## config.mk

```make
export PLATFORM = sky130hd
export DESIGN_NAME = gfx_fb_swap_ctrl
export DESIGN_NICKNAME = d
export VERILOG_FILES = /design/src/rtl/gfx_fb_swap_pkg.sv /design/src/rtl/gfx_fb_swap_ctrl_detect_falling.sv /design/src/rtl/gfx_fb_swap_ctrl.sv
export SDC_FILE = /design/constraint.sdc
export NUM_CORES = 1
export LEC_CHECK = 0
export ABC_CLOCK_PERIOD_IN_PS = 2800
export CORE_ASPECT_RATIO = 1.75
export CORE_UTILIZATION = 51
export CTS_BUF_LIST = sky130_fd_sc_hd__clkbuf_8 sky130_fd_sc_hd__clkbuf_16
export CTS_CLUSTER_SIZE = 14
export DETAILED_ROUTE_END_ITERATION = 16
export GPL_ROUTABILITY_DRIVEN = 0
export HOLD_SLACK_MARGIN = 0.03
export PLACE_DENSITY = 0.68
export SKIP_CTS_REPAIR_TIMING = 1
export SYNTH_ARGS = -nofsm -noshare
export SYNTH_HDL_FRONTEND = slang
export SYNTH_SLANG_ARGS = --single-unit
```

## constraint.sdc

```tcl
create_clock -name clk_i -period 2.8 [get_ports clk_i]
set_clock_uncertainty 0.2 [all_clocks]
set_input_delay 0.42 -clock clk_i [delete_from_list [all_inputs] [get_ports clk_i]]
set_output_delay 0.42 -clock clk_i [all_outputs]
set_load 0.01 [all_outputs]
```

## src/rtl/gfx_fb_swap_pkg.sv

```systemverilog
`default_nettype none
// gfx_fb_swap_pkg: shared types and helpers for the frame-buffer swap controller.
package gfx_fb_swap_pkg;

  typedef enum logic [1:0] {
    DRAW  = 2'd0,
    FLUSH = 2'd1,
    HOLD  = 2'd2
  } state_e;

  localparam int MAX_BUFS = 4;
  localparam int IDX_W    = 2;

  // Lowest set bit of the free mask; returns 0 for an empty mask (callers test |mask first).
  function automatic logic [IDX_W-1:0] lowest_free(input logic [MAX_BUFS-1:0] mask);
    logic [IDX_W-1:0] idx;
    idx = '0;
    for (int i = MAX_BUFS - 1; i >= 0; i--) begin
      if (mask[i]) idx = IDX_W'(i);
    end
    return idx;
  endfunction

endpackage
`default_nettype wire

```

## src/rtl/gfx_fb_swap_ctrl_detect_falling.sv

```systemverilog
`default_nettype none
// detect_falling: registers a level and flags the cycle in which it goes from 1 to 0.
module detect_falling (
  input  logic clk_i,
  input  logic reset_n_i,
  input  logic sig_i,
  output logic fall_o
);

  logic sig_q;

  // Idles high so a low level straight out of reset reads as a boundary.
  always_ff @(posedge clk_i) begin
    if (!reset_n_i) begin
      sig_q <= 1'b1;
    end else begin
      sig_q <= sig_i;
    end
  end

  assign fall_o = sig_q & ~sig_i;

endmodule
`default_nettype wire

```

## src/rtl/gfx_fb_swap_ctrl.sv

```systemverilog
`default_nettype none
// gfx_fb_swap_ctrl: N-buffer (2..4) frame-buffer ownership controller (draw / ready / display).
// Define GFX_FB_SWAP_STATS_EN to add the frames_shown_o / frames_dropped_o saturating counters.
module gfx_fb_swap_ctrl
  import gfx_fb_swap_pkg::*;
#(
  parameter int  NUM_BUFS     = 3,
  parameter int  FLUSH_CYCLES = 8,
  parameter int  CNT_BITS     = 16,
  localparam int BUF_BITS     = (NUM_BUFS > 2) ? $clog2(NUM_BUFS) : 1
) (
  input  logic                clk_i,
  input  logic                reset_n_i,
  input  logic                gfx_last_i,
  input  logic                vga_vsync_i,
  output logic [BUF_BITS-1:0] gfx_buf_idx_o,
  output logic [BUF_BITS-1:0] vga_buf_idx_o,
  output logic                gfx_restart_o,
  output logic                gfx_hold_o,
  output logic                vga_enable_o
`ifdef GFX_FB_SWAP_STATS_EN
  ,
  output logic [CNT_BITS-1:0] frames_shown_o,
  output logic [CNT_BITS-1:0] frames_dropped_o
`endif
);

  localparam int                 FC_W       = (FLUSH_CYCLES > 1) ? $clog2(FLUSH_CYCLES) : 1;
  localparam logic [FC_W-1:0]    FLUSH_LOAD = FC_W'(FLUSH_CYCLES - 1);
  localparam logic [MAX_BUFS-1:0] BUF_MASK  = MAX_BUFS'((1 << NUM_BUFS) - 1);
  localparam logic [IDX_W-1:0]   DISP_RST   = IDX_W'(NUM_BUFS - 1);
  localparam logic [MAX_BUFS-1:0] FREE_RST  = BUF_MASK & ~MAX_BUFS'(1) & ~(MAX_BUFS'(1) << DISP_RST);

  state_e              state_q, state_d;
  logic [FC_W-1:0]     flush_cnt_q, flush_cnt_d;
  logic [IDX_W-1:0]    w_q, w_d;
  logic [IDX_W-1:0]    disp_q, disp_d;
  logic [IDX_W-1:0]    rdy_q, rdy_d;
  logic                rdy_vld_q, rdy_vld_d;
  logic [MAX_BUFS-1:0] free_q, free_d;
  logic                restart_q, restart_d;
  logic                hold_q, hold_d;
  logic                vga_en_q, vga_en_d;

  logic                vs_fall;
  logic                promote;
  logic                complete;
  logic [IDX_W-1:0]    pick;

  detect_falling u_vs_fall (
    .clk_i     (clk_i),
    .reset_n_i (reset_n_i),
    .sig_i     (vga_vsync_i),
    .fall_o    (vs_fall)
  );

  assign promote  = vs_fall & vga_en_q & rdy_vld_q;
  assign complete = (state_q == FLUSH) && (flush_cnt_q == '0);

  always_comb begin
    state_d     = state_q;
    flush_cnt_d = flush_cnt_q;
    w_d         = w_q;
    disp_d      = disp_q;
    rdy_d       = rdy_q;
    rdy_vld_d   = rdy_vld_q;
    free_d      = free_q;
    restart_d   = 1'b0;
    hold_d      = hold_q;
    vga_en_d    = vga_en_q;
    pick        = '0;

    // Promotion reads R as it stood at cycle start; a simultaneous completion sees the result.
    if (promote) begin
      free_d[disp_q] = 1'b1;
      disp_d         = rdy_q;
      rdy_vld_d      = 1'b0;
    end

    case (state_q)
      DRAW: begin
        if (gfx_last_i) begin
          state_d     = FLUSH;
          flush_cnt_d = FLUSH_LOAD;
          hold_d      = 1'b1;
        end
      end
      FLUSH: begin
        if (flush_cnt_q != '0) begin
          flush_cnt_d = flush_cnt_q - FC_W'(1);
        end else begin
          if (!vga_en_q) begin
            free_d[disp_q] = 1'b1;
            disp_d         = w_q;
            vga_en_d       = 1'b1;
          end else begin
            if (rdy_vld_q && !promote) free_d[rdy_q] = 1'b1;
            rdy_d     = w_q;
            rdy_vld_d = 1'b1;
          end
          if (|free_d) begin
            pick         = lowest_free(free_d);
            w_d          = pick;
            free_d[pick] = 1'b0;
            restart_d    = 1'b1;
            hold_d       = 1'b0;
            state_d      = DRAW;
          end else begin
            state_d = HOLD;
          end
        end
      end
      HOLD: begin
        // The display buffer released by this promotion is the only free one.
        if (promote) begin
          w_d            = disp_q;
          free_d[disp_q] = 1'b0;
          restart_d      = 1'b1;
          hold_d         = 1'b0;
          state_d        = DRAW;
        end
      end
      default: begin
        state_d = DRAW;
      end
    endcase
  end

  always_ff @(posedge clk_i) begin
    if (!reset_n_i) begin
      state_q     <= DRAW;
      flush_cnt_q <= '0;
      w_q         <= '0;
      disp_q      <= DISP_RST;
      rdy_q       <= '0;
      rdy_vld_q   <= 1'b0;
      free_q      <= FREE_RST;
      restart_q   <= 1'b0;
      hold_q      <= 1'b0;
      vga_en_q    <= 1'b0;
    end else begin
      state_q     <= state_d;
      flush_cnt_q <= flush_cnt_d;
      w_q         <= w_d;
      disp_q      <= disp_d;
      rdy_q       <= rdy_d;
      rdy_vld_q   <= rdy_vld_d;
      free_q      <= free_d;
      restart_q   <= restart_d;
      hold_q      <= hold_d;
      vga_en_q    <= vga_en_d;
    end
  end

  assign gfx_buf_idx_o = w_q[BUF_BITS-1:0];
  assign vga_buf_idx_o = disp_q[BUF_BITS-1:0];
  assign gfx_restart_o = restart_q;
  assign gfx_hold_o    = hold_q;
  assign vga_enable_o  = vga_en_q;

`ifdef GFX_FB_SWAP_STATS_EN
  logic                shown_inc;
  logic                dropped_inc;
  logic [CNT_BITS-1:0] shown_q;
  logic [CNT_BITS-1:0] dropped_q;

  assign shown_inc   = promote | (complete & ~vga_en_q);
  assign dropped_inc = complete & vga_en_q & rdy_vld_q & ~promote;

  always_ff @(posedge clk_i) begin
    if (!reset_n_i) begin
      shown_q   <= '0;
      dropped_q <= '0;
    end else begin
      if (shown_inc && !(&shown_q))     shown_q   <= shown_q + CNT_BITS'(1);
      if (dropped_inc && !(&dropped_q)) dropped_q <= dropped_q + CNT_BITS'(1);
    end
  end

  assign frames_shown_o   = shown_q;
  assign frames_dropped_o = dropped_q;
`else
  localparam int unused_cnt_bits = CNT_BITS;
`endif

endmodule
`default_nettype wire

```

# Word level (Yosys, flattened, before mapping)
# Index checks and enable logic that the tools add are counted.
# totals
ff_bits	20
output_inout_bits	7
wordCells	105
# classes
n_eq_ne	7
n_reduce_logical	17
mux	51
addsub	1
n_bitwise	12
magnitude_cmp	6
# op_table
operator	n
$mux 2	18
$mux 4	8
$mux 1	14
$or 4x4->4	3
$lt 2x3->1 const B	3
$reduce_and 3->1	3
$and 4x4->4	2
$not 4->4	2
$pmux 4 s2	1
$demux 1 s2	3
$ge 2x1->1 const B	3
$mux 3	2
$ne 2x2->1 const B	3
$pmux 2 s3	1
$pmux 3 s2	1
$reduce_bool 3->1	2
$reduce_and 5->1	1
$logic_and 1x1->1	4
$ne 2x1->1 const B	2
$pmux 2 s2	1
$reduce_and 4->1	1
$reduce_bool 2->1	2
$reduce_or 4->1	1
$and 1x1->1	3
other kinds (9)	10

# Longest topological paths before layout
# Gate-level depths: netlist of run 1.
# logic_depth
depth_word	27
ltp_mapped	7

# Modules after synthesis
# From an unflattened synthesis of run 1, not the netlist that was laid out.
# unflattened
cells_unflattened	156
hier_area_um2	1216.2
# by_module_without_submodules
mod	seq_area_each_um2	instances	area_each_um2	cells_per_inst
gfx_fb_swap_ctrl	380.4	1	1183.6	153
detect_falling	20.0	1	32.5	3

# Worst setup path after synthesis of run 1
# No wires, ideal clock.
# synth_path
kind	register to register
startpoint	register state_q[0]
endpoint	register hold_q, in the netlist gfx_hold_o
setup_ps	116
arrival_ps	1591
stages_incl_launch_ff	7
slack_ps	893
required_time_ps	2484
path_cell_list	dfxtp_1 inv_1 ha_1 clkbuf_1 a222oi_1 nand4_1 and3b_1
# synth_via
elab_chain_len	3
# synth_lines
item	line_no	text
start, declared	gfx_fb_swap_ctrl.sv:34	state_e state_q, state_d;
start signal, assigned	gfx_fb_swap_ctrl.sv:142	state_q <= state_d;
$eq 2x1->1 (tied with other cells)	gfx_fb_swap_ctrl.sv:80	case (state_q)
$ne 2x1->1 (no line) (tied with other cells)	--	
$reduce_and 5->1 (no line)	--	
end signal, assigned	gfx_fb_swap_ctrl.sv:150	hold_q <= hold_d;
end, declared	gfx_fb_swap_ctrl.sv:42	logic hold_q, hold_d;
# Several ways; a longest one is shown, not always the timed one.
# A chain may end at the register's enable or synchronous reset.

# Worst setup path in the final report of run 1
# layout_path
startpoint	register state_q[1]
endpoint	register free_q[3]
# layout_via
elab_chain_len	2
# layout_lines
item	line_no	text
$eq 2x2->1 / $eq 2x1->1 (equally long branches)	gfx_fb_swap_ctrl.sv:80	
$pmux 4 s2 (*)	gfx_fb_swap_ctrl.sv:80	
end signal, assigned	gfx_fb_swap_ctrl.sv:148	free_q <= free_d;
end, declared	gfx_fb_swap_ctrl.sv:40	logic [MAX_BUFS-1:0] free_q, free_d;
# Mark *: on every way between the ends. The rest lies on a longest branch, timed or not.

==> metrics.md, run 1 <==
| Metric | Value |
|---|---|
| DP HPWL | `2244 um` |
| Core area | `2273 um2` |
| MaxCap Viol Count | `0` |
| Worst Path Arrival | `roughly 2.2 ns` |
| Global Route Usage Sum | `0.2824` |
| Post-synthesis sequential area ratio | `0.3252` |
| H-tree depth | `1` |
| Pin count of the biggest net entering global routing | `18` |
| FFs w/ async S/R, synth | `0` |
| Reg clk slew, reported paths | `about 0.070 ns` |
| Required @ worst endpoint | `2.77 ns` |
| Crit share post-route | `0.8124` |
| Initial antenna violation count | `0` |
| Via count | `1195` |
| Critical path capture point type | `register` |
| Combinational Power Share | `0.346` |
| Startpoint Class | `register` |
| Top cells by count, synth | `dfxtp_1 (20), nand2_1 (16), inv_1 (10), nor2_1 (10)` |
| Initial Util | `0.5416` |
| Slew headroom | `0.6067` |
| Share of the synthesized area in the top cell type | `0.3252` |
| Hold Crit Class | `register to register` |
| Pwr dens | `a little over 600 nW/um2` |
| Kind of critical path | `register to register` |
| Leak | `0.5490 nW` |
| Sw Pwr | `approximately 300 uW` |
| RSZ-0062 raised after global routing | `false` |
| Ys Warns | `0` |
| Total congestion overflow | `0` |
| Status | `complete, no violations` |
| Critical path peak fanout | `12` |
| Area growth syn-to-layout | `12.30%` |
| Insertion delay to the later sink of the worst-skew pair | `0.26 ns` |
| FILL cells | `about 230` |
| Post-DR vias/cell | `6.425` |
| First-pass GRT wire length | `5250 um` |
| Clk buf depth | `2` |
| Synth area leaders | `dfxtp_1 (33%), ha_1 (5.1%), nand2_1 (4.9%)` |
| Worst VDD drop | `0.0004691 V` |
| Clock power frac | `0.227` |
| Total Nets Final | `between 150 and 200` |
| Antenna violation net count after detailed routing | `0` |
| Die Width | `about 39 um` |
| Post-route cell area | `1383 um2` |
| Die Ht | `67.00 um` |
| Post-synth EDFFs | `0` |
| Fraction of layout cells with a size suffix above 1 | `0.06832` |
| N_diodes | `0` |
| Buffers on Ports | `10` |
| Synth area leader | `dfxtp_1` |
| Die area | `approximately 2600 um2` |
| Worst Max-Slew Pin Slew | `0.5878 ns` |
| Peak Freq | `439.6 MHz` |
| Post-synthesis register bit count | `20` |
| Main synth FF type | `dfxtp_1` |
| Internal power | `548.8 uW` |
| Total wire length | `3065 um` |
| Vias in the first global route | `1170` |
| Cell area after synthesis | `approximately 1200 um2` |
| Drt first-iter violations | `24` |
| TritonCTS Buffers | `3` |
| Slew Viols, Final | `0` |
| Setup violators final | `0` |
| Synthesized Nets | `approximately 160` |
| Syn_area_per_cell | `7.943 um2` |
| DRT Pass-1 Iters | `4` |
| Clock tree sinks | `20` |
| Area after DPL | `between 1000 and 1500 um2` |
| Root buffer cell | `clkbuf_8` |
| Fin. Hold Viols | `0` |
| Setup TNS | `0 ns` |
| Cell with the most instances after synthesis | `dfxtp_1` |
| Min cycle time layout | `2.275 ns` |
| CTS tree | `built` |
| Post-synthesis cell count | `155` |
| Unique cell type count in the Yosys netlist | `46` |
| # DRC | `0` |
| Row Count | `23` |
| Routed length per instance | `between 15 and 20 um` |
| Net Sw Frac | `0.3532` |
| Seq pwr share | `0.427` |
| Ports | `11` |
flip-flops by register name, summed over array words and instances (netlist names):
name and count:
flush_cnt_q 3, free_q 4, gfx_buf_idx_o 2, gfx_hold_o 1, gfx_restart_o 1, rdy_q 2, rdy_vld_q 1, state_q 2
u_vs_fall.sig_q 1, vga_buf_idx_o 2, vga_enable_o 1
routing by layer:
metal | vias to the layer above | GRT usage | wire length, um
li1 | 579 | - | -
met1 | 557 | 0.3154 | 1227
met2 | 42 | 0.4833 | 1610
met3 | 17 | 0.03667 | 90
met4 | 0 | 0.1595 | 137
met5 | - | 0 | 0
worst paths after layout:
path / startpoint / to / slack (ns) / depth (start not counted)
max: state_q[1]$_SDFFE_PN0P_ / free_q[3]$_SDFF_PN0_ / 0.53 / 6
min: rdy_q[1]$_SDFFE_PN0P_ / rdy_q[1]$_SDFFE_PN0P_ / 0.30 / 2
max reg2reg: state_q[1]$_SDFFE_PN0P_ / free_q[3]$_SDFF_PN0_ / 0.53 / 6
min reg2reg: rdy_q[1]$_SDFFE_PN0P_ / rdy_q[1]$_SDFFE_PN0P_ / 0.30 / 2
metrics by stage:
stage	hold slack (ns)	power [mW]	setup slack [ns]	instances	util
after floorplan	0.2648	0.5632	0.8929	155	-
after global placement	0.2882	0.6484	0.4109	183	0.5900
after detailed placement	0.2926	0.6554	0.3627	183	0.5900
after CTS	0.3038	0.8478	0.5615	186	0.6081
after global routing	0.3378	0.9000	0.3938	186	0.6081
final	0.3021	0.8484	0.5253	186	0.6081
cell usage in the layout, fill, tap and decap left out, types with 2 or more instances in the layout:
cell type and n:
a21boi_0 3, o31ai_1 2, nand2b_1 3, a31oi_1 2
clkdlybuf4s50_1 10, inv_1 10, buf_4 2, o221ai_1 3
clkbuf_8 3, nand4b_1 2, ha_1 5, dfxtp_1 20
nand3_1 9, o21ai_0 7, and3_1 3, a21bo_2 2
a211oi_1 3, o21a_1 3, o22ai_1 3, a21oi_1 9
nand4_1 3, nor2_1 10, mux2i_1 3, nor3_1 3
nand2_1 16
area by class of cell:
cell class / instances / area (um2) / area share
Timing Repair Buffer: 12 / 115.1 / 0.08326
Multi-Input combinational cell: 116 / 757.0 / 0.5475
Sequential cell: 20 / 400.4 / 0.2896
Tap cell: 25 / 31.28 / 0.02262
Inverter: 10 / 37.54 / 0.02715
Clock buffer: 3 / 41.29 / 0.02986
logic make-up (layout without fill, tap and decap cells):
kind of cell / count (synthesis) / after routing / share of synthesized area
multiplexers: 3 / 3 / 0.02439
buffers and inverters: 19 / 25 / 0.05997
AO/OA/AOI/OAI: 45 / 45 / 0.2551
adder cells (fa/ha/maj): 5 / 5 / 0.05081
flip-flops: 20 / 20 / 0.3252
AND/OR/NAND/NOR: 63 / 63 / 0.2846
power groups by stage:
stage                     combinational [mW]  sequential, mW  clock, mW
after floorplan                        0.210           0.353          0
after global placement                 0.282           0.367          0
after detailed placement               0.287           0.368          0
after CTS                              0.291           0.361      0.195
after global routing                   0.328           0.368      0.204
final                                  0.294           0.362      0.193
worst max-delay path, cell delays in order (launching register included):
cell	delay [ns]
dfxtp_1	0.32
inv_1	0.09
ha_1	0.42
inv_1	0.14
nor2_1	0.50
nand3_1	0.19
o32ai_1	0.31
No activity file was read; power rests on OpenSTA's default activity.
==> inputs of run 2 (changes only) <==
--- a/config.mk
+++ b/config.mk
@@ -5,7 +5,7 @@
 export SDC_FILE = /design/constraint.sdc
 export NUM_CORES = 1
 export LEC_CHECK = 0
-export ABC_CLOCK_PERIOD_IN_PS = 2800
+export ABC_CLOCK_PERIOD_IN_PS = 2250
 export CORE_ASPECT_RATIO = 1.75
 export CORE_UTILIZATION = 51
 export CTS_BUF_LIST = sky130_fd_sc_hd__clkbuf_8 sky130_fd_sc_hd__clkbuf_16
==> constraint.sdc (replaced) <==
create_clock -name clk_i -period 2.25 [get_ports clk_i]
set_clock_uncertainty 0.2 [all_clocks]
set_input_delay 0.3375 -clock clk_i [delete_from_list [all_inputs] [get_ports clk_i]]
set_output_delay 0.3375 -clock clk_i [all_outputs]
set_load 0.01 [all_outputs]
==> metrics.md, run 2 (synthesis results as in run 1) <==
| Metric | Value |
|---|---|
| Min cycle time layout | `2.048 ns` |
| Drt first-iter violations | `56` |
| Commonest non-fill, non-tap cells in the layout | `dfxtp_1 (20), nand2_1 (16)` |
| Commonest non-fill, non-tap cell in the layout | `dfxtp_1` |
| Total congestion overflow | `0` |
| CP endpoint | `gfx_restart_o$_SDFF_PN0_` |
| Worst Max-Slew Pin Slew | `about 0.45 ns` |
| Buffers on Ports | `10` |
| Worst Path Arrival | `approximately 2.0 ns` |
| Critical path peak fanout | `5` |
| Slew headroom | `0.7023` |
| Post-route cell area | `1443 um2` |
| DRT Pass-1 Iters | `4` |
| Die area | `2622 um2` |
| Required @ worst endpoint | `2.20 ns` |
| Clock tree sinks | `20` |
| Row Count | `23` |
| Leak | `0.5878 nW` |
| Worst VDD drop | `0.0004793 V` |
| Max reg flops | `4` |
| FF-to-FF Start | `state_q[0]$_SDFFE_PN0P_` |
| Top reg by flops | `free_q` |
| Largest registers | `free_q: 4 flops, flush_cnt_q: 3 flops` |
| Fin. Hold Viols | `0` |
| Kind of critical path | `input port to register` |
| Slew Viols, Final | `0` |
| Insertion delay to the later sink of the worst-skew pair | `about 0.26 ns` |
| Worst r2r dst | `gfx_buf_idx_o[0]$_SDFFE_PN0P_` |
| Final hold slack | `0.3076 ns` |
| TritonCTS Buffers | `3` |
| Die Width | `39.14 um` |
| N_diodes | `0` |
| H-tree depth | `1` |
| Post-DR vias/cell | `6.381` |
| Total wire length | `3072 um` |
| Reg clk slew, reported paths | `0.07 ns` |
| Peak Freq | `488.3 MHz` |
| Non-Filler Instances | `between 150 and 200` |
| Total Nets Final | `180` |
| Ports | `11` |
| Root buffer cell | `clkbuf_8` |
| R2R Setup Slk | `roughly 0.32 ns` |
| Fraction of layout cells with a size suffix above 1 | `0.1124` |
| # DRC | `0` |
| Core area | `2273 um2` |
| Pwr dens | `743.2 nW/um2` |
| Setup violators final | `0` |
| Antenna violation net count after detailed routing | `0` |
| DP HPWL | `2323 um` |
| Path depth of the worst reg2reg path | `6` |
| MaxCap Viol Count | `0` |
| Hold Crit Class | `register to register` |
| Clk buf depth | `2` |
| Pin count of the biggest net entering global routing | `13` |
| Startpoint Class | `input port` |
| Placed insts | `191` |
| Final Core Density | `0.6346` |
| Routed length per instance | `roughly 16 um` |
| Vias in the first global route | `1234` |
| Status | `complete, no violations` |
| Critical path capture point type | `register` |
| Initial antenna violation count | `0` |
| Initial Util | `0.5416` |
| First-pass GRT wire length | `4919 um` |
| CTS tree | `built` |
| Total power | `1.072 mW` |
| Via count | `between 1000 and 1500` |
| Area growth syn-to-layout | `17.17%` |
| Die Ht | `67.00 um` |
| Area after DPL | `1401 um2` |
| RSZ-0062 raised after global routing | `false` |
| Global Route Usage Sum | `0.2619` |
| Crit share post-route | `0.9102` |
| Critical path startpoint | `vga_vsync_i` |
==> run 2: power by group <==
group / leakage (nW) / switching (mW) / internal, mW
sequential: 0.164 / 0.0499 / 0.396
clock: 0.0216 / 0.114 / 0.119
combinational: 0.402 / 0.206 / 0.187
==> run 2: layout make-up <==
type                    instances  area, um2
inverters                      10      37.54
well taps                      25      31.28
clock buffers                   3      41.29
repair buffers                 20      175.2
fillers                       218      830.8
multi-input cells             116      757.0
flip-flops and latches         20      400.4
==> run 2: metrics by stage <==
| step | setup TNS, ns | worst slack, ns |
|---|---|---|
| finish | 0 | 0.2021 |
| global placement | -0.02249 | -0.02249 |
| detailed placement | -0.1450 | -0.07826 |
| global route | 0 | 0.09668 |
| CTS | 0 | 0.1746 |
| floorplan | 0 | 0.3429 |
==> run 2: how the worst min path moves through the flow <==
| stage | from | endpoint | cells after the start |
|---|---|---|---|
| 6_report | rdy_q[1]$_SDFFE_PN0P_ | rdy_q[1]$_SDFFE_PN0P_ | 2 |
| 5_1_grt | rdy_q[1]$_SDFFE_PN0P_ | rdy_q[1]$_SDFFE_PN0P_ | 2 |
| 4_1_cts | rdy_q[1]$_SDFFE_PN0P_ | rdy_q[1]$_SDFFE_PN0P_ | 2 |
| 3_5_place_dp | rdy_q[1]$_SDFFE_PN0P_ | rdy_q[1]$_SDFFE_PN0P_ | 2 |
| 3_3_place_gp | rdy_q[1]$_SDFFE_PN0P_ | rdy_q[1]$_SDFFE_PN0P_ | 2 |
| 2_1_floorplan | vga_vsync_i | u_vs_fall.sig_q$_SDFF_PN1_ | 1 |
==> run 2: per-layer routing <==
metal / vias up / part of all wire / GRT usage
met1: 596 / 0.39 / 0.2669
met3: 13 / 0.027 / 0.02000
li1: 595 / - / -
met2: 34 / 0.55 / 0.4729
met5: - / 0 / 0
met4: 0 / 0.035 / 0.1681
==> run 2: critical path, cell delays in order <==
cell and delay, ns:
clkdlybuf4s50_1 0.51, nand3b_2 0.15, a21oi_2 0.07, or4_4 0.49
buf_4 0.16, o21ai_0 0.18, a21oi_1 0.10
==> inputs of run 3 (changes only) <==
--- a/config.mk
+++ b/config.mk
@@ -12,8 +12,10 @@
 export CTS_CLUSTER_SIZE = 14
 export DETAILED_ROUTE_END_ITERATION = 16
 export GPL_ROUTABILITY_DRIVEN = 0
+export GPL_TIMING_DRIVEN = 0
 export HOLD_SLACK_MARGIN = 0.03
 export PLACE_DENSITY = 0.68
+export REMOVE_ABC_BUFFERS = 1
 export SKIP_CTS_REPAIR_TIMING = 1
 export SYNTH_ARGS = -nofsm -noshare
 export SYNTH_HDL_FRONTEND = slang
==> metrics.md, run 3 (synthesis results as in run 1) <==
| Metric | Value |
|---|---|
| Drt first-iter violations | `37` |
| Top reg by flops | `free_q` |
| Leak | `0.5512 nW` |
| Commonest non-fill, non-tap cell in the layout | `dfxtp_1` |
| Kind of critical path | `register to register` |
| DRT Pass-1 Iters | `4` |
| Cell Chain, Critical Path | `a21oi_2, or4_4, or3b_1, a21oi_1` |
| Dpl ws | `-0.1501 ns` |
| Row Count | `23` |
| Storage element area | `between 400 and 500 um2` |
| Insertion delay to the later sink of the worst-skew pair | `0.26 ns` |
| DP HPWL | `2164 um` |
| Routed length per instance | `15.96 um` |
| Commonest non-fill, non-tap cells in the layout | `dfxtp_1 (20), nand2_1 (16), inv_1 (10), clkdlybuf4s50_1 (10)` |
| Total power | `between 1 and 1.5 mW` |
| Die Ht | `~67 um` |
| Worst VDD drop | `0.0004179 V` |
| Worst path max stage delay | `just under 0.7 ns` |
| Post-DR vias/cell | `6.349` |
| Final worst setup slack | `0.1210 ns` |
| Die area | `2622 um2` |
| Setup violators final | `0` |
| Area growth syn-to-layout | `13.01%` |
| CTS tree | `built` |
| Antenna violation net count after detailed routing | `0` |
| Core area | `2273 um2` |
| Non-Filler Instances | `approximately 190` |
| RSZ-0062 raised after global routing | `false` |
| H-tree depth | `1` |
| Total wire length | `2968 um` |
| Clk buf depth | `2` |
| Die Width | `39.14 um` |
| Via count | `1181` |
| Initial Util | `0.5416` |
| Peak Freq | `469.7 MHz` |
| Slew Viols, Final | `0` |
| Startpoint Class | `register` |
| Pwr dens | `787.2 nW/um2` |
| Fraction of layout cells with a size suffix above 1 | `0.07453` |
| Area occupied by multi-input gates | `759.5 um2` |
| Worst Path Arrival | `about 2.1 ns` |
| Area after DPL | `1326 um2` |
| Critical path peak fanout | `17` |
| CP max-delay cell | `dfxtp_1` |
| Worst Max-Slew Pin Slew | `0.6800 ns` |
| Clock tree sinks | `20` |
| N_diodes | `0` |
| Total congestion overflow | `0` |
| Pin count of the biggest net entering global routing | `22` |
| Status | `complete, no violations` |
| Hold Crit Class | `register to register` |
| Initial antenna violation count | `0` |
| Total Nets Final | `between 150 and 200` |
| Slew headroom | `0.5453` |
| Buffers on Ports | `10` |
| Root buffer cell | `clkbuf_8` |
| Crit share post-route | `0.9462` |
| Fin. Hold Viols | `0` |
| Global Route Usage Sum | `0.2617` |
| Post-route cell area | `1391 um2` |
| # DRC | `0` |
| First-pass GRT wire length | `4885 um` |
| Required @ worst endpoint | `roughly 2.3 ns` |
| MaxCap Viol Count | `0` |
| Max reg flops | `4` |
| Min cycle time layout | `2.129 ns` |
| Ports | `11` |
| Critical path capture point type | `register` |
| Reg clk slew, reported paths | `0.07 ns` |
| TritonCTS Buffers | `3` |
| Vias in the first global route | `1128` |
| Largest registers | `free_q: 4 flops, flush_cnt_q: 3 flops` |
| FILL cells | `219` |
| Placed insts | `181` |
-- run 3: worst max-delay path: cells and delay by family (launching register included) --
kind	cells	cell delay (ns)
compound gates	2	0.27
simple gates	2	0.91
flops	1	0.68
-- run 3: per-stage QoR --
stage,setup TNS [ns],utilization,hold WS (ns)
2_1_floorplan,0,-,0.1994
3_3_place_gp,-0.3436,0.5834,0.2880
3_5_place_dp,-0.5165,0.5834,0.2938
4_1_cts,0,0.6076,0.3052
5_1_grt,0,0.6120,0.3272
6_report,0,0.6120,0.3049
-- run 3: area by class of cell --
cell class,count,share of cell area
Multi-Input combinational cell,116,0.5459
Sequential cell,20,0.2878
Tap cell,25,0.02248
Clock buffer,4,0.03957
Inverter,10,0.02698
Timing Repair Buffer,11,0.07734
-- run 3: per-layer routing --
layer  GRT usage  routed length [um]  part of all wire  vias to the layer above
met2      0.4542                1628              0.55                       35
met4      0.1164                  48             0.016                        0
met5           0                   0                 0                        -
met1      0.2955                1185              0.40                      557
li1            -                   -                 -                      584
met3     0.04333                 105             0.035                        5
-- run 3: path summary, 6_finish.rpt --
kind | from | end | slack [ns] | cells after the start
setup / recovery | vga_enable_o$_SDFFE_PN0P_ | gfx_buf_idx_o[1]$_SDFFE_PN0P_ | 0.12 | 4
hold / removal | rdy_q[1]$_SDFFE_PN0P_ | rdy_q[1]$_SDFFE_PN0P_ | 0.30 | 2
setup reg to reg | vga_enable_o$_SDFFE_PN0P_ | gfx_buf_idx_o[1]$_SDFFE_PN0P_ | 0.12 | 4
hold reg to reg | rdy_q[1]$_SDFFE_PN0P_ | rdy_q[1]$_SDFFE_PN0P_ | 0.30 | 2
-- run 3: where the power goes --
| part | switching, mW | internal (mW) | leakage [nW] |
|---|---|---|---|
| registers | 0.0548 | 0.396 | 0.164 |
| clock network | 0.124 | 0.156 | 0.0288 |
| logic | 0.197 | 0.168 | 0.359 |
| total | 0.375 | 0.720 | 0.551 |
